File: src/rtl/gb_joypad_ctrl_pkg.sv
`default_nettype none
// ============================================================================
// Module   : gb_joypad_ctrl_pkg
// Purpose  : Shared types and constants for the DMG joypad controller.
// Revision : 1.0 - initial release
// ============================================================================
package gb_joypad_ctrl_pkg;

    // Active-low button set; bits 7:4 form the direction nibble, 3:0 the action nibble.
    typedef struct packed {
        logic down;
        logic up;
        logic left;
        logic right;
        logic start;
        logic select;
        logic b;
        logic a;
    } cntrlr_data;

    localparam int         P1_SEL_DIR_BIT = 4;
    localparam int         P1_SEL_ACT_BIT = 5;
    localparam int         IF_JOYPAD_BIT  = 4;
    localparam logic [7:0] P1_RESET_VAL   = 8'hCF;

    // A set select bit deselects its group, forcing that group's nibble to all-released.
    function automatic logic [3:0] p1_nibble(input cntrlr_data d, input logic [1:0] sel);
        logic [3:0] dir;
        logic [3:0] act;
        dir = {d.down, d.up, d.left, d.right};
        act = {d.start, d.select, d.b, d.a};
        p1_nibble = (sel[0] ? 4'hF : dir) & (sel[1] ? 4'hF : act);
    endfunction

endpackage
`default_nettype wire

File: src/rtl/gb_joypad_ctrl_if.sv
`default_nettype none
// ============================================================================
// Module   : gb_joypad_ctrl_if
// Purpose  : P1 register MMIO bus and joypad interrupt request.
// Revision : 1.0 - initial release
// ============================================================================
interface gb_joypad_ctrl_if;

    logic       p1_wr;
    logic [7:0] p1_wdata;
    logic [7:0] p1_rdata;
    logic       irq_joypad;

    modport master (
        output p1_wr,
        output p1_wdata,
        input  p1_rdata,
        input  irq_joypad
    );

    modport slave (
        input  p1_wr,
        input  p1_wdata,
        output p1_rdata,
        output irq_joypad
    );

endinterface
`default_nettype wire

File: src/rtl/gb_joypad_ctrl_debounce.sv
`default_nettype none
// ============================================================================
// Module   : gb_debounce
// Purpose  : Two-flop synchroniser plus stability counter for one button bit.
// Revision : 1.0 - initial release
// ============================================================================
module gb_debounce #(
    parameter int DB_CYCLES = 16
) (
    input  logic clk,
    input  logic reset,
    input  logic i_raw,
    output logic o_state
);

    localparam int                 c_cnt_w   = (DB_CYCLES > 1) ? $clog2(DB_CYCLES) : 1;
    localparam logic [c_cnt_w-1:0] c_cnt_max = c_cnt_w'(DB_CYCLES - 1);

    logic               r_sync1;
    logic               r_sync2;
    logic               r_state;
    logic [c_cnt_w-1:0] r_cnt;

    always_ff @(posedge clk) begin
        if (reset) begin
            r_sync1 <= 1'b1;
            r_sync2 <= 1'b1;
            r_state <= 1'b1;
            r_cnt   <= '0;
        end else begin
            r_sync1 <= i_raw;
            r_sync2 <= r_sync1;
            // Any sample that agrees with the current state restarts qualification.
            if (r_sync2 == r_state) begin
                r_cnt <= '0;
            end else if (r_cnt == c_cnt_max) begin
                r_state <= r_sync2;
                r_cnt   <= '0;
            end else begin
                r_cnt <= r_cnt + 1'b1;
            end
        end
    end

    assign o_state = r_state;

endmodule
`default_nettype wire

File: src/rtl/gb_joypad_ctrl.sv
`default_nettype none
// ============================================================================
// Module   : gb_joypad_ctrl
// Purpose  : DMG joypad P1 register with debounce, pad select and joypad irq.
//            Optional GB_JOYPAD_SOCD_EN releases opposing direction pairs.
// Revision : 1.0 - initial release
// ============================================================================
module gb_joypad_ctrl
    import gb_joypad_ctrl_pkg::*;
#(
    parameter  int N_PADS    = 1,
    parameter  int DB_CYCLES = 16,
    localparam int SEL_W     = (N_PADS > 1) ? $clog2(N_PADS) : 1
) (
    input  logic             clk,
    input  logic             reset,
    input  cntrlr_data       btn_raw [N_PADS],
    input  logic [SEL_W-1:0] pad_sel,
    gb_joypad_ctrl_if.slave  bus
);

    logic [8*N_PADS-1:0] w_deb_flat;
    cntrlr_data          w_pad;
    cntrlr_data          w_clean;
    logic [3:0]          w_nib;
    logic [1:0]          r_sel;
    logic [3:0]          r_prev;
    logic                r_irq;

    for (genvar p = 0; p < N_PADS; p++) begin : g_pad
        for (genvar b = 0; b < 8; b++) begin : g_bit
            gb_debounce #(
                .DB_CYCLES (DB_CYCLES)
            ) u_debounce (
                .clk     (clk),
                .reset   (reset),
                .i_raw   (btn_raw[p][b]),
                .o_state (w_deb_flat[8*p + b])
            );
        end
    end

    // Out-of-range pad_sel values fall through to pad 0.
    always_comb begin
        w_pad = cntrlr_data'(w_deb_flat[7:0]);
        for (int i = 1; i < N_PADS; i++) begin
            if (pad_sel == SEL_W'(i)) begin
                w_pad = cntrlr_data'(w_deb_flat[8*i +: 8]);
            end
        end
    end

    always_comb begin
        w_clean = w_pad;
`ifdef GB_JOYPAD_SOCD_EN
        if (!w_pad.up && !w_pad.down) begin
            w_clean.up   = 1'b1;
            w_clean.down = 1'b1;
        end
        if (!w_pad.left && !w_pad.right) begin
            w_clean.left  = 1'b1;
            w_clean.right = 1'b1;
        end
`endif
    end

    assign w_nib = p1_nibble(w_clean, r_sel);

    always_ff @(posedge clk) begin
        if (reset) begin
            r_sel  <= 2'b00;
            r_prev <= 4'hF;
            r_irq  <= 1'b0;
        end else begin
            if (bus.p1_wr) begin
                r_sel <= {bus.p1_wdata[P1_SEL_ACT_BIT], bus.p1_wdata[P1_SEL_DIR_BIT]};
            end
            // Edge detect on the visible nibble, so select and pad changes fire too.
            r_prev <= w_nib;
            r_irq  <= |(r_prev & ~w_nib);
        end
    end

    assign bus.p1_rdata   = {P1_RESET_VAL[7:6], r_sel, w_nib};
    assign bus.irq_joypad = r_irq;

endmodule
`default_nettype wire
File: src/flat_wrapper.sv
// flat-port wrapper written by rule: the top's interface ports become plain ports
module gb_joypad_ctrl_flat import gb_joypad_ctrl_pkg::*;
#(
    parameter  int N_PADS    = 1,
    parameter  int DB_CYCLES = 16,
    localparam int SEL_W     = (N_PADS > 1) ? $clog2(N_PADS) : 1
)
  (clk, reset, btn_raw, pad_sel, bus_p1_wr, bus_p1_wdata, bus_p1_rdata, bus_irq_joypad);
  gb_joypad_ctrl_if bus_i ();
  input  logic clk;
  input  logic reset;
  input  cntrlr_data btn_raw[N_PADS];
  input  logic [SEL_W-1:0] pad_sel;
  input wire logic [$bits(bus_i.p1_wr)-1:0] bus_p1_wr;
  input wire logic [$bits(bus_i.p1_wdata)-1:0] bus_p1_wdata;
  output wire logic [$bits(bus_i.p1_rdata)-1:0] bus_p1_rdata;
  output wire logic [$bits(bus_i.irq_joypad)-1:0] bus_irq_joypad;
  assign bus_i.p1_wr = bus_p1_wr;
  assign bus_i.p1_wdata = bus_p1_wdata;
  assign bus_p1_rdata = bus_i.p1_rdata;
  assign bus_irq_joypad = bus_i.irq_joypad;
  gb_joypad_ctrl #(.N_PADS(N_PADS), .DB_CYCLES(DB_CYCLES)) u_core (.clk(clk), .reset(reset), .btn_raw(btn_raw), .pad_sel(pad_sel), .bus(bus_i));
endmodule
File: config.mk
export PLATFORM = sky130hd
export DESIGN_NAME = gb_joypad_ctrl_flat
export DESIGN_NICKNAME = d
export VERILOG_FILES = /design/src/rtl/gb_joypad_ctrl_pkg.sv /design/src/rtl/gb_joypad_ctrl_if.sv /design/src/rtl/gb_joypad_ctrl_debounce.sv /design/src/rtl/gb_joypad_ctrl.sv /design/src/flat_wrapper.sv
export SDC_FILE = /design/constraint.sdc
export NUM_CORES = 1
export LEC_CHECK = 0
export BUFFER_PORTS_ARGS = -buffer_cell sky130_fd_sc_hd__buf_2
export CELL_PAD_IN_SITES_DETAIL_PLACEMENT = 0
export CELL_PAD_IN_SITES_GLOBAL_PLACEMENT = 2
export CORE_MARGIN = 5
export CORE_UTILIZATION = 25
export CTS_BUF_LIST = sky130_fd_sc_hd__clkbuf_4 sky130_fd_sc_hd__clkbuf_8
export DETAILED_ROUTE_END_ITERATION = 12
export GPL_ROUTABILITY_DRIVEN = 0
export HOLD_SLACK_MARGIN = 0.03
export PLACE_DENSITY = 0.56
export SETUP_SLACK_MARGIN = 0.05
export SYNTH_ARGS = -nofsm -noshare
export SYNTH_HDL_FRONTEND = slang
export SYNTH_SLANG_ARGS = --single-unit
File: constraint.sdc
create_clock -name clk -period 1.4 [get_ports clk]
set_input_delay 0.07 -clock clk [delete_from_list [all_inputs] [get_ports clk]]
set_output_delay 0.07 -clock clk [all_outputs]
set_load 0.02 [all_outputs]
---- Word level (Yosys, flattened, before mapping) ----
Cells that the tools add are included.
W data, S select, Z words.
storage, ports and cells
  bits in registers ....................... 63
  latch bits .............................. 0
  bits in writable memories ............... 0
  memory bits (read-only) ................. 0
  input port bits ......................... 20
  logic and storage cells ................. 89
  memories ................................ 0
operators by class
  $add $sub $neg .......................... 8
  multipliers ............................. 0
  divide/modulo/power cells ............... 0
  magnitude comparators ................... 0
  equality and inequality tests ........... 16
  shift operators ......................... 0
  multiplexer cells ....................... 2
  bitwise gates (word level) .............. 11
  reduce and logical (&&, ||, !) cells .... 17
operators with widths
  operator               count
  $add A4 B1 Y4 const B  8
  $eq A4 B4 Y1 const B   8
  $reduce_or A3 Y1       8
  $reduce_and A2 Y1      8
  $and A4 B4 Y4          2
  $eq A1 B1 Y1           8
  $mux W4                2
  $not A1 Y1             8
  $not A4 Y4             1
  $reduce_or A4 Y1       1

---- Logic depth before layout (Yosys ltp) ----
  word-level depth ........................ 5
  depth in mapped cells ................... 4

---- Cells and area by module ----
From an unflattened synthesis, not the netlist that was laid out.
second synthesis, totals
  cells, all modules ...................... 221
  area, all modules ....................... 2302.2 um^2
modules (own cells, without submodules)
  module          instances  cells an instance  area each (um^2)  seq. area each (um^2)
  gb_debounce     8          24                 251.5             140.1
  gb_joypad_ctrl  1          29                 290.3             140.1

---- Least setup slack after synthesis ----
OpenSTA, ideal clock, no wires.
  path kind ............................... reg-to-reg
  start ................................... register u_core.g_pad[0].g_bit[1].u_debounce.r_cnt[0]
  end ..................................... register u_core.g_pad[0].g_bit[1].u_debounce.r_cnt[2]
  library setup time ...................... 0.064 ns
  data arrival time ....................... 1.155 ns
  data required time ...................... 1.336 ns
  path slack .............................. 0.181 ns
  stages on the path, launching flop included .. 5
  buffers on the path ..................... 0
  cell sequence ........................... dfxtp_1 -> ha_1 -> and3_4 -> or3_4 -> nor2_1
between the ends
  cells in the longest elaborated chain, start to end .. 2
  elaborated cells on any way between the ends .. 3
  classes of those cells .................. add/sub (1); eq/ne (1); reduce/logical (1)
ends and longest elaborated chain
  item                                                                   RTL line                       source
  start, declared                                                        gb_joypad_ctrl_debounce.sv:22  logic [c_cnt_w-1:0] r_cnt;
  start signal, assigned                                                 gb_joypad_ctrl_debounce.sv:40  r_cnt <= r_cnt + 1'b1;
  parallel branches: the longest is 2 deep, another holds $add A4 B1 Y4  --
Parallel ways; which one is timed is not known.
A chain may end at the register's enable or synchronous reset.

---- Worst setup path after layout ----
  start ................................... register u_core.r_sel[0]
  end ..................................... output port bus_p1_rdata[3]
between the ends
  cells in the longest elaborated chain, start to end .. 2
ends and longest elaborated chain
  item                    RTL line                  source
  start, declared         gb_joypad_ctrl.sv:26      logic [1:0] r_sel;
  start signal, assigned  gb_joypad_ctrl.sv:76      r_sel <= {bus.p1_wdata[P1_SEL_ACT_BIT], bus.p1_wdata[P1_SEL_DIR_BIT]};
  $mux W4                 gb_joypad_ctrl_pkg.sv:32  p1_nibble = (sel[0] ? 4'hF : dir) & (sel[1] ? 4'hF : act);
  $and A4 B4 Y4           gb_joypad_ctrl_pkg.sv:32
  end, declared           flat_wrapper.sv:16        output wire logic [$bits(bus_i.p1_rdata)-1:0] bus_p1_rdata;
No other way between the ends.

==> run metrics <==
Comb power frac 0.038; Post-Synth Adder-Cell Area 0.0435; Worst Path Arrival 1230 ps; sw frac 0.207; total CTS buffers 9; DRT Pass-1 Iters 4; required time worst endpoint 1330 ps; Post-synth ARST share 0; Core Util, Final 0.309; H-tree depth 3; Net Switching 0.000694 W; sequential share of power 0.551; Filler Cells Inserted 962; DP HPWL 2.63 mm; most common cell after layout, fill and taps aside dfxtp_1; Most used DFF post-synth dfxtp_1; Hold Path Class input port to register; vias in the first global route 1470; Int Pwr 0.00266 W; min Tclk post-route 1300 ps; via count 1460; Final #Nets 282; first-pass GRT wire length 6.52 mm; setup TNS 0 ps; Row Count 35; Die Ht 106 um; I/O Buffers 19; area leader, netlist dfxtp_1; post-synthesis mux area share 0.0261; layout cells sized above 1 0.256; synthesized-area fraction occupied by and/or/nand/nor cells 0.219; Clock Path Buffers 2; CTS clock-pin slew for the worst setup and hold paths 60 ps; CP max FO 6; Die Span X 106 um; max_slew headroom 0.592; root buf cell clkbuf_8; Final Max Slew Viols 0; DRT antenna net count 0; grt ovf 0; main combinational cell family by area after synthesis simple AND/OR/NAND/NOR gates; top cell type's share of synthesized area 0.549; post-synthesis xor/xnor area fraction 0.0915; peak supply drop 310 uV; CP Class register to output pin; drt wl/cell 10.3 um; Core Footprint 9110 um^2; clock network fraction of total power 0.411; insertion delay to the later sink of the worst-skew pair 320 ps; unrepaired setup endpoints after global routing true; Synth cell types 23; Crit. End Element output pin; Post-CTS Setup Inserts 0; sequential share of the synthesized area 0.549; DR DRC count 0; initial antenna violation count 0; Worst Hold Depth 3; global-route usage over all layers 0.0755; Initial Util 0.252; setup slack after layout 102 ps; Cells after Synth 217; period utilization 0.927; ranking of synthesized cells by area dfxtp_1, xor2_1, nor2_1, ha_1, or2_2; die area 11200 um^2; Yosys reg bits 63; syn avg cell area 10.6 um^2; diode count 0; Critical Path Start Type register; Pwr per Cell Area 1190 nW/um^2; DR vias/cell 3.96; max_cap viols 0; total power 0.00335 W; Fmax achieved 770 MHz; endpoints failing setup 0; clock sinks 63; status completed; Yosys warnings 0; reg2reg path depth 3; area grow syn2layout 22.6%; Initial DRC Count 37; most frequent cells in the layout dfxtp_1, nor2_1, buf_2; largest net degree at the start of global routing 41; endpoints failing hold 0; number of synthesized flops with an enable pin 0; dpl ws 116 ps; io pins 29; Leak Pwr 1.14 nW; Setup Skew 6.30 ps; Slew @ Worst Pin 612 ps; CTS tree yes; WL final 3.81 mm; post-synthesis compound-gate area fraction 0.0354; synthesized cell area 2300 um^2
cells by family (layout without fill, tap and decap cells):
kind of cell / Yosys count / after routing
and+or+nand+nor: 86 / 86
AOI/OAI and AO/OA: 11 / 11
xor gates and xnor gates: 24 / 24
adders and majority gates: 8 / 8
other: 1 / 2
DFF: 63 / 63
buffers and inverters: 18 / 58
muxes: 6 / 6
worst max-delay path: stages, from the launching register on:
cell and delay [ps]:
dfxtp_1 390, o22ai_1 290, inv_1 70, buf_2 160
sequential cells by signal (all words and copies together), names as in the netlist:
name / count
u_core.g_pad.g_bit.u_debounce.r_cnt: 32
u_core.g_pad.g_bit.u_debounce.o_state: 8
u_core.g_pad.g_bit.u_debounce.r_sync1: 8
u_core.g_pad.g_bit.u_debounce.r_sync2: 8
u_core.r_prev: 4
u_core.r_sel: 2
u_core.bus.irq_joypad: 1
area by class of cell:
type                            count  area, um^2  area share
Clock buffer                       14         168      0.0595
Clock inverter                      1        5.00     0.00178
Inverter                           12        45.0      0.0160
Tap cell                          111         139      0.0493
Timing Repair Buffer               31         213      0.0755
Multi-Input combinational cell    137         986       0.350
Sequential cell                    63        1260       0.448
cells in the mapped netlist (2+ instances only):
cell type,count
buf_4,3
inv_1,12
dfxtp_1,63
nand3_1,12
ha_1,8
clkbuf_1,3
a22oi_1,2
xnor2_1,8
nand3b_1,4
nor2b_1,4
or2_2,16
o22ai_1,4
and3b_1,4
nand2b_1,8
or3_4,4
nor2_1,30
and3_4,4
a211o_1,3
xor2_1,16
mux2i_1,6
routing by layer:
metal	GRT usage	routed length, um
met3	0.0251	149
met4	0.0527	108
met5	0	0
met1	0.0906	1850
met2	0.113	1700
path summary, 6_finish.rpt:
check	from	to	slack, ps
worst max-delay path	u_core.r_sel[0]$_SDFFE_PP0P_	bus_p1_rdata[3]	100
worst min-delay path	bus_p1_wr	u_core.r_sel[1]$_SDFFE_PP0P_	40
worst max register to register	u_core.r_sel[0]$_SDFFE_PP0P_	u_core.r_sel[0]$_SDFFE_PP0P_	110
worst min register to register	u_core.g_pad[0].g_bit[1].u_debounce.r_sync1$_SDFF_PP1_	u_core.g_pad[0].g_bit[1].u_debounce.r_sync2$_SDFF_PP1_	410
repair_timing:
item	in CTS	in global routing
resized for setup	1	5
setup endpoints to repair	1	9
endpoints found under the hold margin	10	0
hold buffers	11	0
power groups by stage:
stage	Clock, W	Sequential (W)	Combinational (W)
2_1_floorplan	0	0.00188	0.0000704
3_3_place_gp	0	0.00189	0.000106
3_5_place_dp	0	0.00188	0.000106
4_1_cts	0.00145	0.00184	0.000131
5_1_grt	0.00153	0.00185	0.000143
6_report	0.00138	0.00185	0.000127
through the flow:
stage	instances	hold slack, ps	cell area (um^2)
floorplan	218	174	2300
global placement	343	255	2510
detailed placement	343	255	2510
CTS	369	33.2	2800
global route	369	85.6	2820
finish	369	42.6	2820
Note: power is estimated with default switching activity, not from simulation.
